`src/rtl/rcn_fifo_sync_pkg.sv`:
```
// Shared defaults and helpers for the RCN single-clock FIFO family.
// Width/depth defaults match those used by the byte-wide async FIFO users.
`timescale 1ns/1ps
package rcn_fifo_sync_pkg;

    localparam int DEF_DATA_WIDTH   = 8;
    localparam int DEF_ADDR_WIDTH   = 4;
    localparam int DEF_AFULL_LEVEL  = 12;
    localparam int DEF_AEMPTY_LEVEL = 2;

    // Sticky error flag update: a new event in the same cycle as a clear wins.
    function automatic logic sticky_next(input logic flag, input logic set, input logic clr);
        return set | (flag & ~clr);
    endfunction

endpackage

```
`src/rtl/rcn_fifo_ram.sv`:
```
// DEPTH x DATA_WIDTH storage: one synchronous write port, one asynchronous read port.
// Kept separate so a vendor distributed RAM can be dropped in.
`timescale 1ns/1ps
module rcn_fifo_ram #(
    parameter int DATA_WIDTH = 8,
    parameter int ADDR_WIDTH = 4
) (
    input  logic                  clk,
    input  logic                  we,
    input  logic [ADDR_WIDTH-1:0] waddr,
    input  logic [DATA_WIDTH-1:0] wdata,
    input  logic [ADDR_WIDTH-1:0] raddr,
    output logic [DATA_WIDTH-1:0] rdata
);

    logic [DATA_WIDTH-1:0] mem [2**ADDR_WIDTH];

    always_ff @(posedge clk) begin
        if (we) begin
            mem[waddr] <= wdata;
        end
    end

    assign rdata = mem[raddr];

endmodule

```
`src/rtl/rcn_fifo_sync.sv`:
```
// Parametrised single-clock show-ahead FIFO with fill level, almost flags and
// sticky overflow/underflow errors. Pointers carry one extra wrap bit.
`timescale 1ns/1ps
module rcn_fifo_sync
    import rcn_fifo_sync_pkg::*;
#(
    parameter int DATA_WIDTH   = DEF_DATA_WIDTH,
    parameter int ADDR_WIDTH   = DEF_ADDR_WIDTH,
    parameter int AFULL_LEVEL  = DEF_AFULL_LEVEL,
    parameter int AEMPTY_LEVEL = DEF_AEMPTY_LEVEL
) (
    input  logic                  clk,
    input  logic                  rst,
    input  logic [DATA_WIDTH-1:0] din,
    input  logic                  push,
    output logic                  full,
    output logic                  afull,
    output logic [DATA_WIDTH-1:0] dout,
    input  logic                  pop,
    output logic                  empty,
    output logic                  aempty,
    output logic [ADDR_WIDTH:0]   level,
    input  logic                  err_clr,
    output logic                  overflow,
    output logic                  underflow
);

    localparam int                DEPTH    = 2**ADDR_WIDTH;
    localparam logic [ADDR_WIDTH:0] DEPTH_L  = DEPTH[ADDR_WIDTH:0];
    localparam logic [ADDR_WIDTH:0] AFULL_L  = AFULL_LEVEL[ADDR_WIDTH:0];
    localparam logic [ADDR_WIDTH:0] AEMPTY_L = AEMPTY_LEVEL[ADDR_WIDTH:0];

    logic [ADDR_WIDTH:0] head_q;
    logic [ADDR_WIDTH:0] tail_q;
    logic [ADDR_WIDTH:0] level_q;
    logic                overflow_q;
    logic                underflow_q;
    logic                push_ok;
    logic                pop_ok;

    // Flags come only from the registered level, so there is no path from push/pop.
    assign full   = (level_q == DEPTH_L);
    assign empty  = (level_q == '0);
    assign afull  = (level_q >= AFULL_L);
    assign aempty = (level_q <= AEMPTY_L);
    assign level  = level_q;

    assign push_ok = push & ~full;
    assign pop_ok  = pop & ~empty;

    assign overflow  = overflow_q;
    assign underflow = underflow_q;

    rcn_fifo_ram #(
        .DATA_WIDTH (DATA_WIDTH),
        .ADDR_WIDTH (ADDR_WIDTH)
    ) u_ram (
        .clk   (clk),
        .we    (push_ok),
        .waddr (head_q[ADDR_WIDTH-1:0]),
        .wdata (din),
        .raddr (tail_q[ADDR_WIDTH-1:0]),
        .rdata (dout)
    );

    always_ff @(posedge clk or posedge rst) begin
        if (rst) begin
            head_q <= '0;
            tail_q <= '0;
        end else begin
            if (push_ok) begin
                head_q <= head_q + 1'b1;
            end
            if (pop_ok) begin
                tail_q <= tail_q + 1'b1;
            end
        end
    end

    always_ff @(posedge clk or posedge rst) begin
        if (rst) begin
            level_q <= '0;
        end else begin
            unique case ({push_ok, pop_ok})
                2'b10:   level_q <= level_q + 1'b1;
                2'b01:   level_q <= level_q - 1'b1;
                default: level_q <= level_q;
            endcase
        end
    end

    always_ff @(posedge clk or posedge rst) begin
        if (rst) begin
            overflow_q  <= 1'b0;
            underflow_q <= 1'b0;
        end else begin
            overflow_q  <= sticky_next(overflow_q, push & full, err_clr);
            underflow_q <= sticky_next(underflow_q, pop & empty, err_clr);
        end
    end

endmodule
```
`config.mk`:
```
export PLATFORM = sky130hd
export DESIGN_NAME = rcn_fifo_sync
export DESIGN_NICKNAME = d
export VERILOG_FILES = /design/src/rtl/rcn_fifo_sync_pkg.sv /design/src/rtl/rcn_fifo_ram.sv /design/src/rtl/rcn_fifo_sync.sv
export SDC_FILE = /design/constraint.sdc
export NUM_CORES = 1
export LEC_CHECK = 0
export BUFFER_PORTS_ARGS = -buffer_cell sky130_fd_sc_hd__clkbuf_2
export CORE_MARGIN = 3
export CORE_UTILIZATION = 40
export CTS_BUF_LIST = sky130_fd_sc_hd__clkbuf_4 sky130_fd_sc_hd__clkbuf_8 sky130_fd_sc_hd__clkbuf_16
export DETAILED_ROUTE_END_ITERATION = 10
export PLACE_DENSITY = 0.55
export SETUP_SLACK_MARGIN = 0.15
export SLEW_MARGIN = 20
export SYNTH_ARGS = -nofsm -noshare
export SYNTH_HDL_FRONTEND = slang
export SYNTH_SLANG_ARGS = --single-unit
export TNS_END_PERCENT = 10
```
`constraint.sdc`:
```
create_clock -name clk -period 7.3 [get_ports clk]
set_input_delay 1.46 -clock clk [delete_from_list [all_inputs] [get_ports clk]]
set_output_delay 1.46 -clock clk [all_outputs]
set_load 0.05 [all_outputs]
```
==> out/metrics.sh <==
RESULT_OF_THE_RUN='complete, no violations'
DOMINANT_COMBINATIONAL_CELL_FAMILY_BY_AREA_AFTER_SYNTHESIS='multiplexers'
SYNTHADDERAREAFRAC_PCT=1.886
ARRIVAL_TIME_AT_THE_WORST_ENDPOINT_PS=3020
CELLS_AFTER_SYNTH=339
SWITCHING_SHARE_PCT=35.56
DRT_FIRST_ITER_VIOLATIONS=241
FINAL_CLOCK_SKEW_PS=7.197
TIMING.FINAL.CRIT_SHARE_PCT=61.43
SYNTH_COMPOUND_GATE_AREA_SHARE_PCT=7.167
NNETSFINAL=397
ANTENNA_CELLS_INSERTED=0
NUM_IO_PINS=32
SYNTH.AREA.MUX_SHARE_PCT=11.78
GLOBALROUTE.TOTALOVERFLOW=0
WORST_SKEW_PAIR.LATE_LATENCY_PS=410
POWER.SEQUENTIAL.FRACTION_PCT=38.2
MAXSLEWVIOLCOUNT=0
ANT_NETS=0
FILLCELLCOUNT=1229
POSTROUTEWIRELENGTH_UM=11230
FINAL_SETUP_VIO_COUNT=0
RSZ0062_AT_GRT='false'
DRT_PRE_ANTENNA_ITERS=5
H_TREE_DEPTH=4
CTS_ROOT_BUF='sky130_fd_sc_hd__clkbuf_16'
YOSYSUNIQUECELLTYPES=40
MULTI_INPUT_AREA_MM2=0.001583
SYNTH_TOP_FLOP_CELL='sky130_fd_sc_hd__edfxtp_1'
LAYOUT_SETUP_WS_PS=2815
POST_SYNTH_INSTANCE_AREA_MM2=0.005971
INITIAL_CORE_UTIL_PCT=40.93
CRITPATHLAUNCHTYPE='flop'
YS.WARNINGS.COUNT=0
NUMBER_OF_BUFFERS_INSERTED_FOR_HOLD_REPAIR_AFTER_CLOCK_TREE_SYNTHESIS=0
POST-CTS-SETUP-BUFFER-COUNT=0
FLOORPLAN.CORE_AREA_MM2=0.01459
CRITPATHLAUNCH='tail_q[0]'
ANTENNA_FOUND_INITIAL=0
POSTSYNTHREGISTERBITS=143
BUFFER_PORTS.INSERTED=31
GRT_PASS1_VIAS=3139
PLACE_HPWL_UM=7599
FP-ROW-COUNT=44
POWER.NET_SWITCHING_uW=1084
WORSTHOLDPATHTYPE='flop to flop'
WORST_SLEW_MARGIN_REL_PCT=34.59
MAPPEDNETLISTNETS=361
SYNTH_AREA_PER_CELL_UM2=17.61
GRTUSAGETOTAL_PCT=15.03
NUMCLOCKSINKS=143
REPORT.FINAL.HOLD_VIOL_COUNT=0
GP_CONGESTION=0.7705
CELL_INTERNAL_PWR_uW=1963
DPL_CELL_AREA_MM2=0.006264
MIN-DELAY-START='underflow'
TIMING.FINAL.CRIT_PERIOD_PS=4485
MAX_CAP_VIOLATIONS=0
CTS-ROOT-TO-SINK-BUFFERS=2
SYNTHDOMINANTAREACELLTYPE='sky130_fd_sc_hd__edfxtp_1'
CRITPATHMAXFANOUT=31
SYNTHXORXNORAREAFRAC_PCT=1.614
SYNTH_ENABLE_FLOP_CELLS=128
CLK_PIN_SLEW_PS=50
POWER.IR.VDD_WORST_V=0.0002222
DIE_W_UM=128.2
MAXIMUM_NUMBER_OF_PINS_ON_ONE_NET_BEFORE_GLOBAL_ROUTE_REPAIR=32
POWER.SHARE.CLOCK_PCT=29.7
NETLIST_TOP_CELLS_AREA='sky130_fd_sc_hd__edfxtp_1 (64%), sky130_fd_sc_hd__dfrtp_1 (6.3%), sky130_fd_sc_hd__mux4_2 (6.0%)'
POWER.COMBINATIONAL.FRACTION_PCT=32.1
R2R_CELLS=10
R2R-START='level[2]'
POSTLAYOUTCELLAREA_MM2=0.006879
ENDPOINT_KIND_OF_THE_WORST_SETUP_TIMING_PATH='output port'
MAX_FREQ_GHz=0.2230
DIE_FOOTPRINT_MM2=0.01643
LEAKAGE_POWER_FIGURE_uW=0.002472
POSTSYNTH.ASYNCRESETSHARE_PCT=10.49
TRITONCTS='done'
VIAS_PER_INST=5.337
ROUTE.DETAILED.DRC=0
LAYOUT_CELL_SHARE_WITH_DRIVE_STRENGTH_BEYOND_1_PCT=25.19
P_TOTAL_uW=3047
HEIGHT_OF_THE_CHIP_UM=128.2
CRITICAL_PATH_REQUIRED_PS=5840
YS_SEQ_AREA_SHARE_PCT=70.66
MAX_SLEW.WORST_PIN.SLEW_PS=981.1
HOLD_DEPTH=1
SEQCELLAREA_MM2=0.004220
SYNTHDOMINANTCELLAREASHARE_PCT=64.38
PLACE_WORST_SETUP_SLACK_PS=3203
SIMPLE_GATE_AREA_SHARE_OF_THE_YOSYS_NETLIST_PCT=4.065
SETUP_TNS_PS=0
POWER.DENSITY_mW_PER_MM2=442.9
AREAGROWTHSYNTHTOFINISH_PCT=15.21
CTS.REPAIR.RESIZED=0
WORST-SETUP-PATH-TYPE='flop to output port'
NUM_VIAS=3037
WIRE_PER_INST_UM=19.73
FIRST_PASS_GRT_WIRE_LENGTH_UM=18150
NUMBER_OF_BUFFERS_INSERTED_DURING_CLOCK_TREE_SYNTHESIS=17
[worst max-delay path, stage by stage (launching register included)]
cell and delay [ps]:
sky130_fd_sc_hd__dfrtp_2 1010, sky130_fd_sc_hd__buf_4 500, sky130_fd_sc_hd__mux2i_1 150, sky130_fd_sc_hd__a221oi_1 430, sky130_fd_sc_hd__a22oi_1 160, sky130_fd_sc_hd__nand2_1 80
sky130_fd_sc_hd__clkbuf_2 270
[state kept, by name, indices dropped and copies added, names as in the netlist]
| signal | count |
|---|---|
| underflow | 1 |
| overflow | 1 |
| head_q | 4 |
| tail_q | 4 |
| level | 5 |
| u_ram.mem | 128 |
[through the flow]
| step | hold slack, ps | util [%] | cells |
|---|---|---|---|
| floorplan | 574.2 | - | 339 |
| global placement | 494.9 | 42.93 | 540 |
| detailed placement | 496.9 | 42.93 | 540 |
| CTS | 513.2 | 47.15 | 569 |
| global route | 525.2 | 47.15 | 569 |
| finish | 515.5 | 47.15 | 569 |
[cell type report]
type                    instances  area share, %
clock buffers                  20          6.511
clock inverters                 9          2.437
inverters                       8         0.4365
multi-input cells             168          23.01
flip-flops and latches        143          61.35
well taps                     184          3.347
repair buffers                 37          2.910
[final timing paths]
check | to | slack [ps]
worst max register to register | level[4] | 4580
worst min register to register | underflow | 520
min in group asynchronous | level[4] | 1110
worst min-delay path | underflow | 520
worst max-delay path | dout[1] | 2820
max in group asynchronous | tail_q[0] | 5740
[power by group through the flow]
stage / Combinational (µW) / Clock [µW] / Sequential, µW
6_report: 979 / 904 / 1160
5_1_grt: 1060 / 960 / 1190
4_1_cts: 995 / 921 / 1170
3_5_place_dp: 993 / 0 / 1190
3_3_place_gp: 984 / 0 / 1180
2_1_floorplan: 847 / 0 / 1110
[per-layer routing]
metal | global-route usage (%) | part of all wire (%) | vias to the layer above
met5 | 0 | 0 | -
li1 | - | - | 1416
met4 | 6.617 | 1.9 | 0
met1 | 20.07 | 46 | 1545
met2 | 23.29 | 48 | 58
met3 | 3.917 | 4.0 | 18
[layout by cell type, fill, tap and decap left out, types with 4 or more instances in the layout]
| master | synthesis | final |
|---|---|---|
| sky130_fd_sc_hd__a221oi_1 | 6 | 6 |
| sky130_fd_sc_hd__a221oi_2 | 10 | 10 |
| sky130_fd_sc_hd__a22oi_1 | 8 | 8 |
| sky130_fd_sc_hd__buf_4 | 3 | 6 |
| sky130_fd_sc_hd__bufinv_16 | 0 | 5 |
| sky130_fd_sc_hd__clkbuf_16 | 0 | 17 |
| sky130_fd_sc_hd__clkbuf_2 | 0 | 31 |
| sky130_fd_sc_hd__dfrtp_1 | 15 | 14 |
| sky130_fd_sc_hd__edfxtp_1 | 128 | 128 |
| sky130_fd_sc_hd__ha_1 | 9 | 9 |
| sky130_fd_sc_hd__inv_1 | 8 | 8 |
| sky130_fd_sc_hd__mux2i_1 | 32 | 32 |
| sky130_fd_sc_hd__mux4_2 | 16 | 16 |
| sky130_fd_sc_hd__nand2_1 | 16 | 16 |
| sky130_fd_sc_hd__nor2_1 | 15 | 15 |
| sky130_fd_sc_hd__nor3_1 | 4 | 4 |
| sky130_fd_sc_hd__o21ai_0 | 12 | 12 |
| sky130_fd_sc_hd__xnor2_1 | 7 | 7 |
| sky130_fd_sc_hd__xor2_1 | 4 | 4 |
[cells in the mapped netlist (6+ instances only)]
| cell | number |
|---|---|
| sky130_fd_sc_hd__nand2_1 | 16 |
| sky130_fd_sc_hd__a22oi_1 | 8 |
| sky130_fd_sc_hd__mux4_2 | 16 |
| sky130_fd_sc_hd__buf_6 | 6 |
| sky130_fd_sc_hd__ha_1 | 9 |
| sky130_fd_sc_hd__a221oi_1 | 6 |
| sky130_fd_sc_hd__dfrtp_1 | 15 |
| sky130_fd_sc_hd__buf_2 | 6 |
| sky130_fd_sc_hd__nor2_1 | 15 |
| sky130_fd_sc_hd__edfxtp_1 | 128 |
| sky130_fd_sc_hd__mux2i_1 | 32 |
| sky130_fd_sc_hd__a221oi_2 | 10 |
| sky130_fd_sc_hd__inv_1 | 8 |
| sky130_fd_sc_hd__xnor2_1 | 7 |
| sky130_fd_sc_hd__o21ai_0 | 12 |
[cells by family (layout without fill, tap and decap cells)]
group / count (synthesis) / in the layout
mux: 50 / 50
flops: 143 / 143
fa+ha+maj: 9 / 9
simple gates: 49 / 49
compound gates: 49 / 49
buf+inv: 28 / 74
xor+xnor: 11 / 11
Power figures use the tool's default switching activity.
